File: src/rtl/data_mem_handler.sv
`default_nettype none
// ============================================================================
// Module   : data_mem_handler
// Purpose  : Turns one core load/store into a single word-wide bus transaction,
//            stalling the pipeline until it ends; builds sb lanes, sign-extends lb.
// Revision : 1.0
// ============================================================================
module data_mem_handler #(
  parameter int TIMEOUT = 16
) (
  input  logic        clk,
  input  logic        n_rst,
  input  logic        read_mem,
  input  logic        write_mem,
  input  logic        load_byte,
  input  logic        store_byte,
  input  logic [31:0] address,
  input  logic [31:0] store_data,
  output logic [31:0] load_data,
  output logic        stall,
  output logic        misaligned,
  output logic        bus_error,
  output logic [31:0] bus_addr,
  output logic [31:0] bus_wdata,
  output logic [3:0]  bus_sel,
  output logic        bus_read,
  output logic        bus_write,
  input  logic [31:0] bus_rdata,
  input  logic        bus_ack
);

  localparam int CW = (TIMEOUT > 1) ? $clog2(TIMEOUT) : 1;

  typedef enum logic [1:0] {
    IDLE = 2'd0,
    REQ  = 2'd1,
    DONE = 2'd2
  } state_t;

  state_t      state_q, state_d;
  logic [CW-1:0] cnt_q, cnt_d;
  logic [31:0] bus_addr_q, bus_addr_d;
  logic [31:0] bus_wdata_q, bus_wdata_d;
  logic [3:0]  bus_sel_q, bus_sel_d;
  logic        bus_read_q, bus_read_d;
  logic        bus_write_q, bus_write_d;
  logic [1:0]  lane_q, lane_d;
  logic        is_lb_q, is_lb_d;
  logic [31:0] load_data_q, load_data_d;
  logic        misaligned_q, misaligned_d;
  logic        bus_error_q, bus_error_d;

  logic        req_w;
  logic        byte_w;
  logic        mis_w;
  logic [3:0]  sel_w;
  logic [31:0] wdata_w;
  logic [31:0] rshift_w;
  logic [7:0]  rbyte_w;
  logic        last_w;

  // A simultaneous store and load resolves to the store.
  assign req_w    = read_mem | write_mem;
  assign byte_w   = write_mem ? store_byte : load_byte;
  assign mis_w    = !byte_w && (address[1:0] != 2'b00);
  assign sel_w    = byte_w ? (4'b0001 << address[1:0]) : 4'b1111;
  assign wdata_w  = store_byte ? {4{store_data[7:0]}} : store_data;
  assign rshift_w = bus_rdata >> {lane_q, 3'b000};
  assign rbyte_w  = rshift_w[7:0];
  assign last_w   = (cnt_q == CW'(TIMEOUT - 1));

  assign stall = (state_q == REQ) || ((state_q == IDLE) && req_w);

  always_comb begin
    state_d      = state_q;
    cnt_d        = cnt_q;
    bus_addr_d   = bus_addr_q;
    bus_wdata_d  = bus_wdata_q;
    bus_sel_d    = bus_sel_q;
    bus_read_d   = bus_read_q;
    bus_write_d  = bus_write_q;
    lane_d       = lane_q;
    is_lb_d      = is_lb_q;
    load_data_d  = 32'h0;
    misaligned_d = 1'b0;
    bus_error_d  = 1'b0;
    case (state_q)
      IDLE: begin
        if (req_w) begin
          if (mis_w) begin
            state_d      = DONE;
            misaligned_d = 1'b1;
          end else begin
            state_d     = REQ;
            bus_addr_d  = {address[31:2], 2'b00};
            bus_wdata_d = wdata_w;
            bus_sel_d   = sel_w;
            bus_read_d  = !write_mem;
            bus_write_d = write_mem;
            cnt_d       = '0;
            lane_d      = address[1:0];
            is_lb_d     = !write_mem && load_byte;
          end
        end
      end
      REQ: begin
        if (bus_ack) begin
          state_d     = DONE;
          bus_read_d  = 1'b0;
          bus_write_d = 1'b0;
          if (bus_read_q) begin
            load_data_d = is_lb_q ? {{24{rbyte_w[7]}}, rbyte_w} : bus_rdata;
          end
        end else if (last_w) begin
          state_d     = DONE;
          bus_read_d  = 1'b0;
          bus_write_d = 1'b0;
          bus_error_d = 1'b1;
        end else begin
          cnt_d = cnt_q + CW'(1);
        end
      end
      DONE:    state_d = IDLE;
      default: state_d = IDLE;
    endcase
  end

  always_ff @(posedge clk or negedge n_rst) begin
    if (!n_rst) begin
      state_q      <= IDLE;
      cnt_q        <= '0;
      bus_addr_q   <= 32'h0;
      bus_wdata_q  <= 32'h0;
      bus_sel_q    <= 4'h0;
      bus_read_q   <= 1'b0;
      bus_write_q  <= 1'b0;
      lane_q       <= 2'b00;
      is_lb_q      <= 1'b0;
      load_data_q  <= 32'h0;
      misaligned_q <= 1'b0;
      bus_error_q  <= 1'b0;
    end else begin
      state_q      <= state_d;
      cnt_q        <= cnt_d;
      bus_addr_q   <= bus_addr_d;
      bus_wdata_q  <= bus_wdata_d;
      bus_sel_q    <= bus_sel_d;
      bus_read_q   <= bus_read_d;
      bus_write_q  <= bus_write_d;
      lane_q       <= lane_d;
      is_lb_q      <= is_lb_d;
      load_data_q  <= load_data_d;
      misaligned_q <= misaligned_d;
      bus_error_q  <= bus_error_d;
    end
  end

  assign load_data  = load_data_q;
  assign misaligned = misaligned_q;
  assign bus_error  = bus_error_q;
  assign bus_addr   = bus_addr_q;
  assign bus_wdata  = bus_wdata_q;
  assign bus_sel    = bus_sel_q;
  assign bus_read   = bus_read_q;
  assign bus_write  = bus_write_q;

endmodule
`default_nettype wire

File: config.mk
export PLATFORM = sky130hd
export DESIGN_NAME = data_mem_handler
export DESIGN_NICKNAME = d
export VERILOG_FILES = /design/src/rtl/data_mem_handler.sv
export SDC_FILE = /design/constraint.sdc
export NUM_CORES = 1
export LEC_CHECK = 0
export ABC_AREA = 1
export ABC_CLOCK_PERIOD_IN_PS = 1200
export BUFFER_PORTS_ARGS = -buffer_cell sky130_fd_sc_hd__buf_2
export CAP_MARGIN = 10
export CORE_UTILIZATION = 43
export CTS_BUF_LIST = sky130_fd_sc_hd__clkbuf_16
export CTS_CLUSTER_SIZE = 8
export DETAILED_ROUTE_END_ITERATION = 6
export GPL_TIMING_DRIVEN = 1
export PLACE_DENSITY_LB_ADDON = 0.15
export SKIP_CTS_REPAIR_TIMING = 1
export SLEW_MARGIN = 40
export SYNTH_ARGS = -nofsm -noshare
export SYNTH_HDL_FRONTEND = slang
export SYNTH_SLANG_ARGS = --single-unit
File: constraint.sdc
create_clock -name clk -period 1.2 [get_ports clk]
set_input_delay 0 -clock clk [delete_from_list [all_inputs] [get_ports clk]]
set_output_delay 0 -clock clk [all_outputs]
set_load 0.05 [all_outputs]
==> summary.md, run 1 <==
| Metric | Value |
|---|---|
| Kind of critical path | `reg2out` |
| Starting Density | `44.13%` |
| # IOs | `208` |
| Count leader, synth | `nand2_1` |
| H-tree Lvls | `3` |
| Die height | `107.3 um` |
| Pwr Total | `20.39 mW` |
| CTS tree | `yes` |
| Flops & latches, synth | `111` |
| Sequential-to-total area share from yosys stat | `58.31%` |
| Failing checks | `negative hold slack, negative setup slack` |
| RSZ-0062 raised after global routing | `true` |
| R2R depth | `8` |
| P_leak | `4.413 nW` |
| Fin area | `7876 um2` |
| Die width | `107.3 um` |
| Clock tree buffer depth | `2` |
| Yosys cell types | `23` |
| DRT antenna net count | `0` |
| Clock Skew | `11.88 ps` |
| Max cap viols | `0` |
| Area share of the largest cell type after synthesis | `58.31%` |
| Layout Area Growth over Synthesis | `65.35%` |
| Fillcell total | `808` |
| Pre-antenna DRT Iters | `5` |
| Synth Flop Type | `dfrtp_1` |
| Async set-reset flop share out of synthesis | `100.0%` |
| VDD IR-drop max | `1680 uV` |
| Clk pin slew, worst setup/hold paths | `70 ps` |
| Slew Viols, Final | `0` |
| Worst setup EP type | `output port` |
| Fmax | `677.4 MHz` |
| Avg Cell Area, Syn | `8.270 um2` |
| DP HPWL | `9484 um` |
| EDFF count, synth | `0` |
| CP max FO | `3` |
| Min Hold Slack | `-22.85 ps` |
| Final Core Density | `72.98%` |
| Ant. Diodes | `0` |
| Fin crit period | `1476 ps` |
| Synth Instances | `576` |
| Layout cells sized above 1 | `40.63%` |
| First-iteration detailed-routing DRC count | `295` |
| Worst Path Required | `1200 ps` |
| Gr ovfl total | `0` |
| Drt drc | `0` |
| Pwr per Cell Area | `2589 nW/um2` |
| Synthesis Warnings | `0` |
| First-pass GRT wire length | `20,100 um` |
| Number of global-route vias before repair | `4,260` |
| Status | `complete, but fails checks` |
| Root buffer cell | `clkbuf_16` |
| Core area | `10,790 um2` |
| Startpoint Class | `flop` |
| Die footprint | `11,500 um2` |
| DR WL/cell | `15.13 um` |
| Final Hold Violating Endpoints | `14` |
| Hold Crit Depth | `4` |
| Port Buf Inserts | `205` |
| Floorplan row count | `38` |
| WL final | `15,680 um` |
| Period Utilization, post-route | `123.0%` |
| Final worst setup slack | `-276.2 ps` |
| Gpl congestion | `0.8370` |
| Antenna violations before repair | `0` |
| Top cells by count, synth | `nand2_1 (272), dfrtp_1 (111), inv_1 (39), o21ai_0 (39), a21oi_1 (33)` |
| Critical path arrival | `1480 ps` |
| Overall Global Routing Usage | `22.57%` |
| Final Setup Violations | `106` |
| Nets@finish | `995` |
| Area after DPL | `6151 um2` |
| Synth Cell Area | `4763 um2` |
| Vias | `5,076` |
| # clock sinks | `111` |
| Largest net degree at the start of global routing | `48` |
| Total CTS buffers | `9` |
| Clk_lat worst skew | `350 ps` |
| Synth area leaders | `dfrtp_1 (58%), nand2_1 (21%), o21ai_0 (4.1%), a21oi_1 (3.5%), inv_1 (3.1%)` |
| Via density | `4.900` |
| Min-delay worst type | `in2reg` |
| Synth area leader | `dfrtp_1` |
-- kinds of logic (layout without fill, tap and decap cells) --
| family | after synthesis | count (layout) | share of synthesized area, % |
|---|---|---|---|
| and+or+nand+nor | 305 | 305 | 24.88 |
| xor gates and xnor gates | 1 | 1 | 0.1839 |
| other | 1 | 2 | 0.07873 |
| buffers and inverters | 76 | 395 | 7.302 |
| DFF | 111 | 111 | 58.31 |
| AOI/OAI and AO/OA | 81 | 81 | 8.984 |
| adders and majority gates | 1 | 1 | 0.2626 |
-- critical path, cell delays in order (launching register included) --
cell	delay, ps
dfrtp_1	420
nor2_2	160
buf_4	150
nand2_2	50
nand2_2	80
buf_6	100
inv_2	30
buf_6	140
-- power by group --
group / internal [mW] / switching, mW / leakage, nW
sequential: 5.01 / 0.792 / 1.44
combinational: 3.48 / 7.94 / 2.82
clock: 1.82 / 1.35 / 0.154
total: 10.3 / 10.1 / 4.41
-- sequential cells by signal (all words and copies together), names as in the netlist --
name / flops
state_q: 2
bus_wdata: 32
bus_write: 1
bus_error: 1
is_lb_q: 1
bus_sel: 4
bus_addr: 30
misaligned: 1
bus_read: 1
lane_q: 2
load_data: 32
cnt_q: 4
-- cell usage in the layout (no fill, tap or decap), types with 2 or more instances in the layout --
| cell type | n |
|---|---|
| a21oi_1 | 15 |
| a21oi_2 | 16 |
| a21oi_4 | 2 |
| buf_12 | 8 |
| buf_2 | 203 |
| buf_4 | 33 |
| buf_6 | 9 |
| buf_8 | 3 |
| bufinv_16 | 2 |
| clkbuf_16 | 15 |
| conb_1 | 2 |
| dfrtp_1 | 110 |
| dlygate4sd3_1 | 71 |
| inv_1 | 37 |
| inv_2 | 7 |
| nand2_1 | 233 |
| nand2_2 | 32 |
| nand2_4 | 6 |
| nand2_8 | 2 |
| nand3_1 | 13 |
| nand3_2 | 4 |
| nor2_1 | 6 |
| nor2_2 | 2 |
| nor2_4 | 5 |
| o21ai_0 | 33 |
| o21ai_2 | 5 |
| o31ai_1 | 7 |
-- path summary, 6_finish.rpt --
kind	start	endpoint	slack (ps)
setup / recovery	state_q[1]	stall	-280
hold / removal	address[0]	bus_sel[2]	-20
setup reg to reg	state_q[1]	bus_addr[25]	-210
hold reg to reg	bus_addr[15]	bus_addr[15]	470
max in group asynchronous	n_rst	bus_read	610
min in group asynchronous	n_rst	load_data[26]	70
-- area by class of cell --
cell class                 instances  area [um2]  share of cell area [%]
multi-input combinational        390        1971                   25.02
timing repair buffer             333        2431                   30.87
tap                              140       175.2                   2.224
timing repair inverter             1       8.758                  0.1112
sequential                       111        2779                   35.28
clock buffer                       9       225.2                   2.859
inverter                          45       197.7                   2.510
clock inverter                     7       88.84                   1.128
-- layer usage --
layer / wire length, um / global-route usage [%] / vias to the layer above
met3: 1076 / 6.114 / 27
met4: 306 / 8.513 / 0
met1: 6379 / 28.13 / 2396
met2: 7914 / 37.47 / 241
met5: 0 / 0 / -
li1: - / - / 2412
-- stage by stage --
step           setup slack (ps)  TNS (ps)  cells  hold slack [ps]
2_1_floorplan            -20.03    -720.5    577           -295.6
3_3_place_gp             -66.60     -3723    931           -107.1
3_5_place_dp             -116.2     -7242    931           -102.5
4_1_cts                  -291.4     -9302    947           -475.2
5_1_grt                  -338.2    -21710   1036           0.5035
6_report                 -276.2    -13710   1036           -22.85
(Power assumes the default switching activity.)
==> inputs of run 2 (changes only) <==
--- a/config.mk
+++ b/config.mk
@@ -6,10 +6,10 @@
 export NUM_CORES = 1
 export LEC_CHECK = 0
 export ABC_AREA = 1
-export ABC_CLOCK_PERIOD_IN_PS = 1200
+export ABC_CLOCK_PERIOD_IN_PS = 1900
 export BUFFER_PORTS_ARGS = -buffer_cell sky130_fd_sc_hd__buf_2
 export CAP_MARGIN = 10
-export CORE_UTILIZATION = 43
+export CORE_UTILIZATION = 51
 export CTS_BUF_LIST = sky130_fd_sc_hd__clkbuf_16
 export CTS_CLUSTER_SIZE = 8
 export DETAILED_ROUTE_END_ITERATION = 6
==> constraint.sdc (replaced) <==
create_clock -name clk -period 1.9 [get_ports clk]
set_input_delay 0 -clock clk [delete_from_list [all_inputs] [get_ports clk]]
set_output_delay 0 -clock clk [all_outputs]
set_load 0.05 [all_outputs]
==> summary.md, run 2 (synthesis gave the netlist of run 1 again) <==
| Metric | Value |
|---|---|
| # IOs | `208` |
| Slew headroom | `56.24%` |
| Sw Pwr | `5.760 mW` |
| Number of global-route vias before repair | `4,255` |
| Period Utilization, post-route | `93.35%` |
| CP most frequent cell | `nand2_1` |
| Via density | `5.050` |
| GR peak layer | `met2` |
| CP max FO | `64` |
| Clk pin slew, worst setup/hold paths | `70 ps` |
| Hold endpoint | `bus_sel[1]` |
| Largest stage delay on the critical path | `570 ps` |
| Fin crit period | `1774 ps` |
| Pint | `5.653 mW` |
| Nets@finish | `945` |
| Layout Area Growth over Synthesis | `44.02%` |
| Worst Path Required | `2170 ps` |
| Worst setup EP type | `flop` |
| Reg2Reg Setup Slack | `160 ps` |
| First-pass GRT wire length | `19,950 um` |
| Die width | `98.64 um` |
| Failing checks | `negative hold slack` |
| Overall Global Routing Usage | `25.97%` |
| Min-delay worst type | `in2reg` |
| Min Hold Slack | `-50.00 ps` |
| CP Buf/Inv Count | `4` |
| Worst-path cell chain | `dlygate4sd3_1, buf_2, inv_1, nand2_1, nand3_1, nand2_2, buf_4, nand2_1, nand2_1` |
| Total CTS buffers | `9` |
| DR WL/cell | `14.62 um` |
| Gr ovfl total | `0` |
| Root buffer cell | `clkbuf_16` |
| Critical R2R Capture | `load_data[16]` |
| H-tree Lvls | `3` |
| CP max-delay cell | `buf_4` |
| Critical path arrival | `2040 ps` |
| Hold Path Origin | `address[1]` |
| Layout cells sized above 1 | `28.49%` |
| # clock sinks | `111` |
| Clk_lat worst skew | `340 ps` |
| Setup TNS | `0 ps` |
| Final Core Density | `77.16%` |
| Drt drc | `0` |
| Pwr per Cell Area | `1664 nW/um2` |
| WL final | `13,950 um` |
| Port Buf Inserts | `205` |
| VDD IR-drop max | `1021 uV` |
| Slew Viols, Final | `0` |
| First-iteration detailed-routing DRC count | `248` |
| Worst r2r src | `lane_q[0]` |
| Placed cell count | `870` |
| Die height | `98.64 um` |
| Gpl congestion | `0.9337` |
| DRT antenna net count | `0` |
| Sequential share of power | `32.3%` |
| Die footprint | `9730 um2` |
| Status | `complete, but fails checks` |
| P_leak | `4.003 nW` |
| Final Setup Violations | `0` |
| CTS tree | `yes` |
| Family with the most delay on the worst path | `buffers and inverters` |
| Antenna violations before repair | `0` |
| Vias | `4,818` |
| Slew @ Worst Pin | `656.4 ps` |
| Most frequent cells in the layout | `nand2_1 (272), buf_2 (204), dfrtp_1 (111)` |
| Pre-antenna DRT Iters | `5` |
| Post-route insts no fill | `954` |
| Met2 global-route usage | `42.04%` |
| Core area | `8891 um2` |
| Max cap viols | `0` |
| Final Hold Violating Endpoints | `15` |
| Largest net degree at the start of global routing | `65` |
| Final worst setup slack | `126.3 ps` |
| Ant. Diodes | `0` |
| GR Layer Usage met1 | `34.70%` |
| DP HPWL | `8992 um` |
| Share of total power in combinational logic | `50.2%` |
| Clock tree buffer depth | `2` |
| Most common cell after layout, fill and taps aside | `nand2_1` |
| Sw frac | `50.47%` |
| Clk pwr share | `17.5%` |
| M3 GR Usage | `4.752%` |
| DP Worst Slack | `225.0 ps` |
| R2R depth | `7` |
| Clock Skew | `7.685 ps` |
| Startpoint Class | `primary input` |
| Starting Density | `53.57%` |
| RSZ-0062 raised after global routing | `false` |
| Fmax | `563.8 MHz` |
| Hold Crit Depth | `4` |
| Kind of critical path | `in2reg` |
| Floorplan row count | `34` |
[run 2: changes by cell type in the layout (fill, tap and decap cells not counted), moves of 5 or more]
cell       delta
nand2_4       -6
o21ai_2       -5
a21oi_2      -16
buf_4        -23
o21ai_0       +6
buf_6         -9
buf_12        -6
nand2_2      -31
a21oi_1      +18
clkbuf_16     -6
nand2_1      +39
[run 2: layer usage]
layer  wire [um]  part of all wire, %  up-vias
met5           0                    0        -
met4         336                  2.4        0
met3         985                  7.1       32
met2        6915                   50      227
met1        5713                   41     2251
li1            -                    -     2308
[run 2: metrics by stage]
step | power, mW | cell area [um2]
2_1_floorplan | 7.905 | 4767
3_3_place_gp | 9.139 | 5859
3_5_place_dp | 9.259 | 5859
4_1_cts | 11.31 | 6180
5_1_grt | 12.04 | 6860
6_report | 11.41 | 6860
[run 2: worst max-delay path by stage]
stage                           from             to  slack [ps]  cells past startpoint
after global routing      address[0]   bus_addr[29]          10                      9
after CTS                  lane_q[0]  load_data[16]         190                      7
after global placement    state_q[1]   bus_addr[13]         320                      8
final                     address[0]   bus_addr[29]         130                      9
after floorplan             bus_read  load_data[10]         480                      5
after detailed placement   lane_q[0]  load_data[16]         220                      7
[run 2: worst register-to-register path, delay by kind of cell (launching register included)]
kind / cells / cell delay, ps
flip-flops: 1 / 550
buffers and inverters: 2 / 470
AND/OR/NAND/NOR: 4 / 450
AO/OA/AOI/OAI: 1 / 170
[run 2: cell type report]
| class | instances | area (um2) |
|---|---|---|
| Clock buffer | 9 | 225.2 |
| Clock inverter | 7 | 95.09 |
| Fill cell | 630 | 2031 |
| Inverter | 45 | 168.9 |
| Multi-Input combinational cell | 390 | 1642 |
| Sequential cell | 111 | 2778 |
| Tap cell | 108 | 135.1 |
| Timing Repair Buffer | 284 | 1817 |
[run 2: power groups by stage]
stage | registers, mW | clock network (mW) | logic [mW]
2_1_floorplan | 6.15 | 0 | 1.76
3_3_place_gp | 3.66 | 0 | 5.48
3_5_place_dp | 3.67 | 0 | 5.59
4_1_cts | 3.66 | 2.04 | 5.61
5_1_grt | 3.79 | 2.12 | 6.13
6_report | 3.69 | 2.00 | 5.73
==> inputs of run 3 (changes only) <==
--- a/config.mk
+++ b/config.mk
@@ -9,6 +9,7 @@
 export ABC_CLOCK_PERIOD_IN_PS = 1900
 export BUFFER_PORTS_ARGS = -buffer_cell sky130_fd_sc_hd__buf_2
 export CAP_MARGIN = 10
+export CORE_ASPECT_RATIO = 0.6
 export CORE_UTILIZATION = 51
 export CTS_BUF_LIST = sky130_fd_sc_hd__clkbuf_16
 export CTS_CLUSTER_SIZE = 8
==> summary.md, run 3 (synthesis gave the netlist of run 1 again) <==
| Metric | Value |
|---|---|
| Status | `complete, but fails checks` |
| Failing checks | `negative hold slack` |
| P_leak | `4.043 nW` |
| DRT antenna net count | `0` |
| Most frequent cells in the layout | `nand2_1 (272), buf_2 (204), dfrtp_1 (111)` |
| Worst Path Required | `2160 ps` |
| Min-delay worst type | `in2reg` |
| Slew headroom | `62.17%` |
| Gr ovfl total | `0` |
| Clk pin slew, worst setup/hold paths | `70 ps` |
| First-pass GRT wire length | `21,480 um` |
| Clk_lat worst skew | `350 ps` |
| VDD IR-drop max | `1106 uV` |
| Via density | `5.219` |
| Worst setup EP type | `flop` |
| Number of global-route vias before repair | `4,218` |
| First-iteration detailed-routing DRC count | `446` |
| Layout Area Growth over Synthesis | `45.92%` |
| RSZ-0062 raised after global routing | `false` |
| CTS tree | `yes` |
| Min Hold Slack | `-21.90 ps` |
| Fin crit period | `1717 ps` |
| Die width | `126.8 um` |
| WL final | `15,650 um` |
| DP HPWL | `10,020 um` |
| Setup TNS | `0 ps` |
| Pwr per Cell Area | `1670 nW/um2` |
| Ant. Diodes | `0` |
| Hold Crit Depth | `5` |
| Fin area | `6950 um2` |
| CP max FO | `68` |
| Final Setup Violations | `0` |
| Port Buf Inserts | `205` |
| Core area | `8783 um2` |
| Clock tree buffer depth | `2` |
| Critical path arrival | `1980 ps` |
| Starting Density | `54.23%` |
| Slew @ Worst Pin | `567.4 ps` |
| Worst r2r src | `state_q[1]` |
| Nets@finish | `953` |
| Total CTS buffers | `9` |
| Most common cell after layout, fill and taps aside | `nand2_1` |
| Gpl congestion | `0.9045` |
| Largest net degree at the start of global routing | `69` |
| Drt drc | `0` |
| Startpoint Class | `primary input` |
| Period Utilization, post-route | `90.34%` |
| Die footprint | `9743 um2` |
| Kind of critical path | `in2reg` |
| Max cap viols | `0` |
| Vias | `5,042` |
| Root buffer cell | `clkbuf_16` |
| Pre-antenna DRT Iters | `5` |
| Area after DPL | `5892 um2` |
| Overall Global Routing Usage | `28.71%` |
| Antenna violations before repair | `0` |
| Critical path launch point | `address[1]` |
| Hold Path Origin | `store_data[15]` |
| Floorplan row count | `26` |
| R2R depth | `8` |
| Final Hold Violating Endpoints | `14` |
| DR WL/cell | `16.20 um` |
| Die height | `76.86 um` |
| # clock sinks | `111` |
| Clock Skew | `3.924 ps` |
| Fmax | `582.6 MHz` |
| # IOs | `208` |
| Slew Viols, Final | `0` |
| Layout cells sized above 1 | `28.34%` |
| H-tree Lvls | `3` |
-- run 3: cell types whose count changed in the layout (fill, tap and decap cells not counted), sizes merged --
cell,delta
buf,+2
clkinvlp,+1
dlygate4sd3,+6
clkinv,-1
-- run 3: path summary, 6_finish.rpt --
path	to	slack [ps]
setup / recovery	cnt_q[3]	180
hold / removal	bus_wdata[15]	-20
setup reg to reg	bus_addr[18]	190
hold reg to reg	bus_wdata[9]	480
max in group asynchronous	bus_sel[1]	1110
min in group asynchronous	bus_read	150
-- run 3: metrics by stage --
step | std cells | power (mW) | worst slack, ps | utilization, % | hold WS [ps]
floorplan | 577 | 7.905 | 481.9 | - | -295.6
global placement | 876 | 9.258 | 216.1 | 67.08 | -8.294
detailed placement | 876 | 9.381 | 98.19 | 67.08 | -2.183
CTS | 892 | 11.39 | 41.86 | 70.66 | -373.1
global route | 966 | 12.18 | 56.40 | 79.13 | 1.306
finish | 966 | 11.60 | 183.5 | 79.13 | -21.90
-- run 3: cell type report --
cell class	instances	area [um2]
clock buffer	9	225.2
multi-input combinational	390	1642
clock inverter	7	88.84
tap	112	140.1
inverter	45	168.9
timing repair buffer	292	1908
sequential	111	2778
fill	572	1833
-- run 3: critical path: stages --
cell,delay [ps]
dlygate4sd3_1,520
buf_2,110
inv_1,70
nand2_1,120
nand3_1,130
nand2_2,190
buf_6,440
nand2_1,170
o21ai_0,210
-- run 3: routing by layer --
metal,global-route usage [%],routed length [um],vias up
li1,-,-,2326
met1,41.91,6472,2365
met2,42.49,7129,308
met3,8.444,1658,43
met4,6.190,392,0
met5,0,0,-
-- run 3: power by group --
part	switching [mW]	internal, mW
sequential	0.506	3.16
combinational	4.57	1.38
clock	0.838	1.15
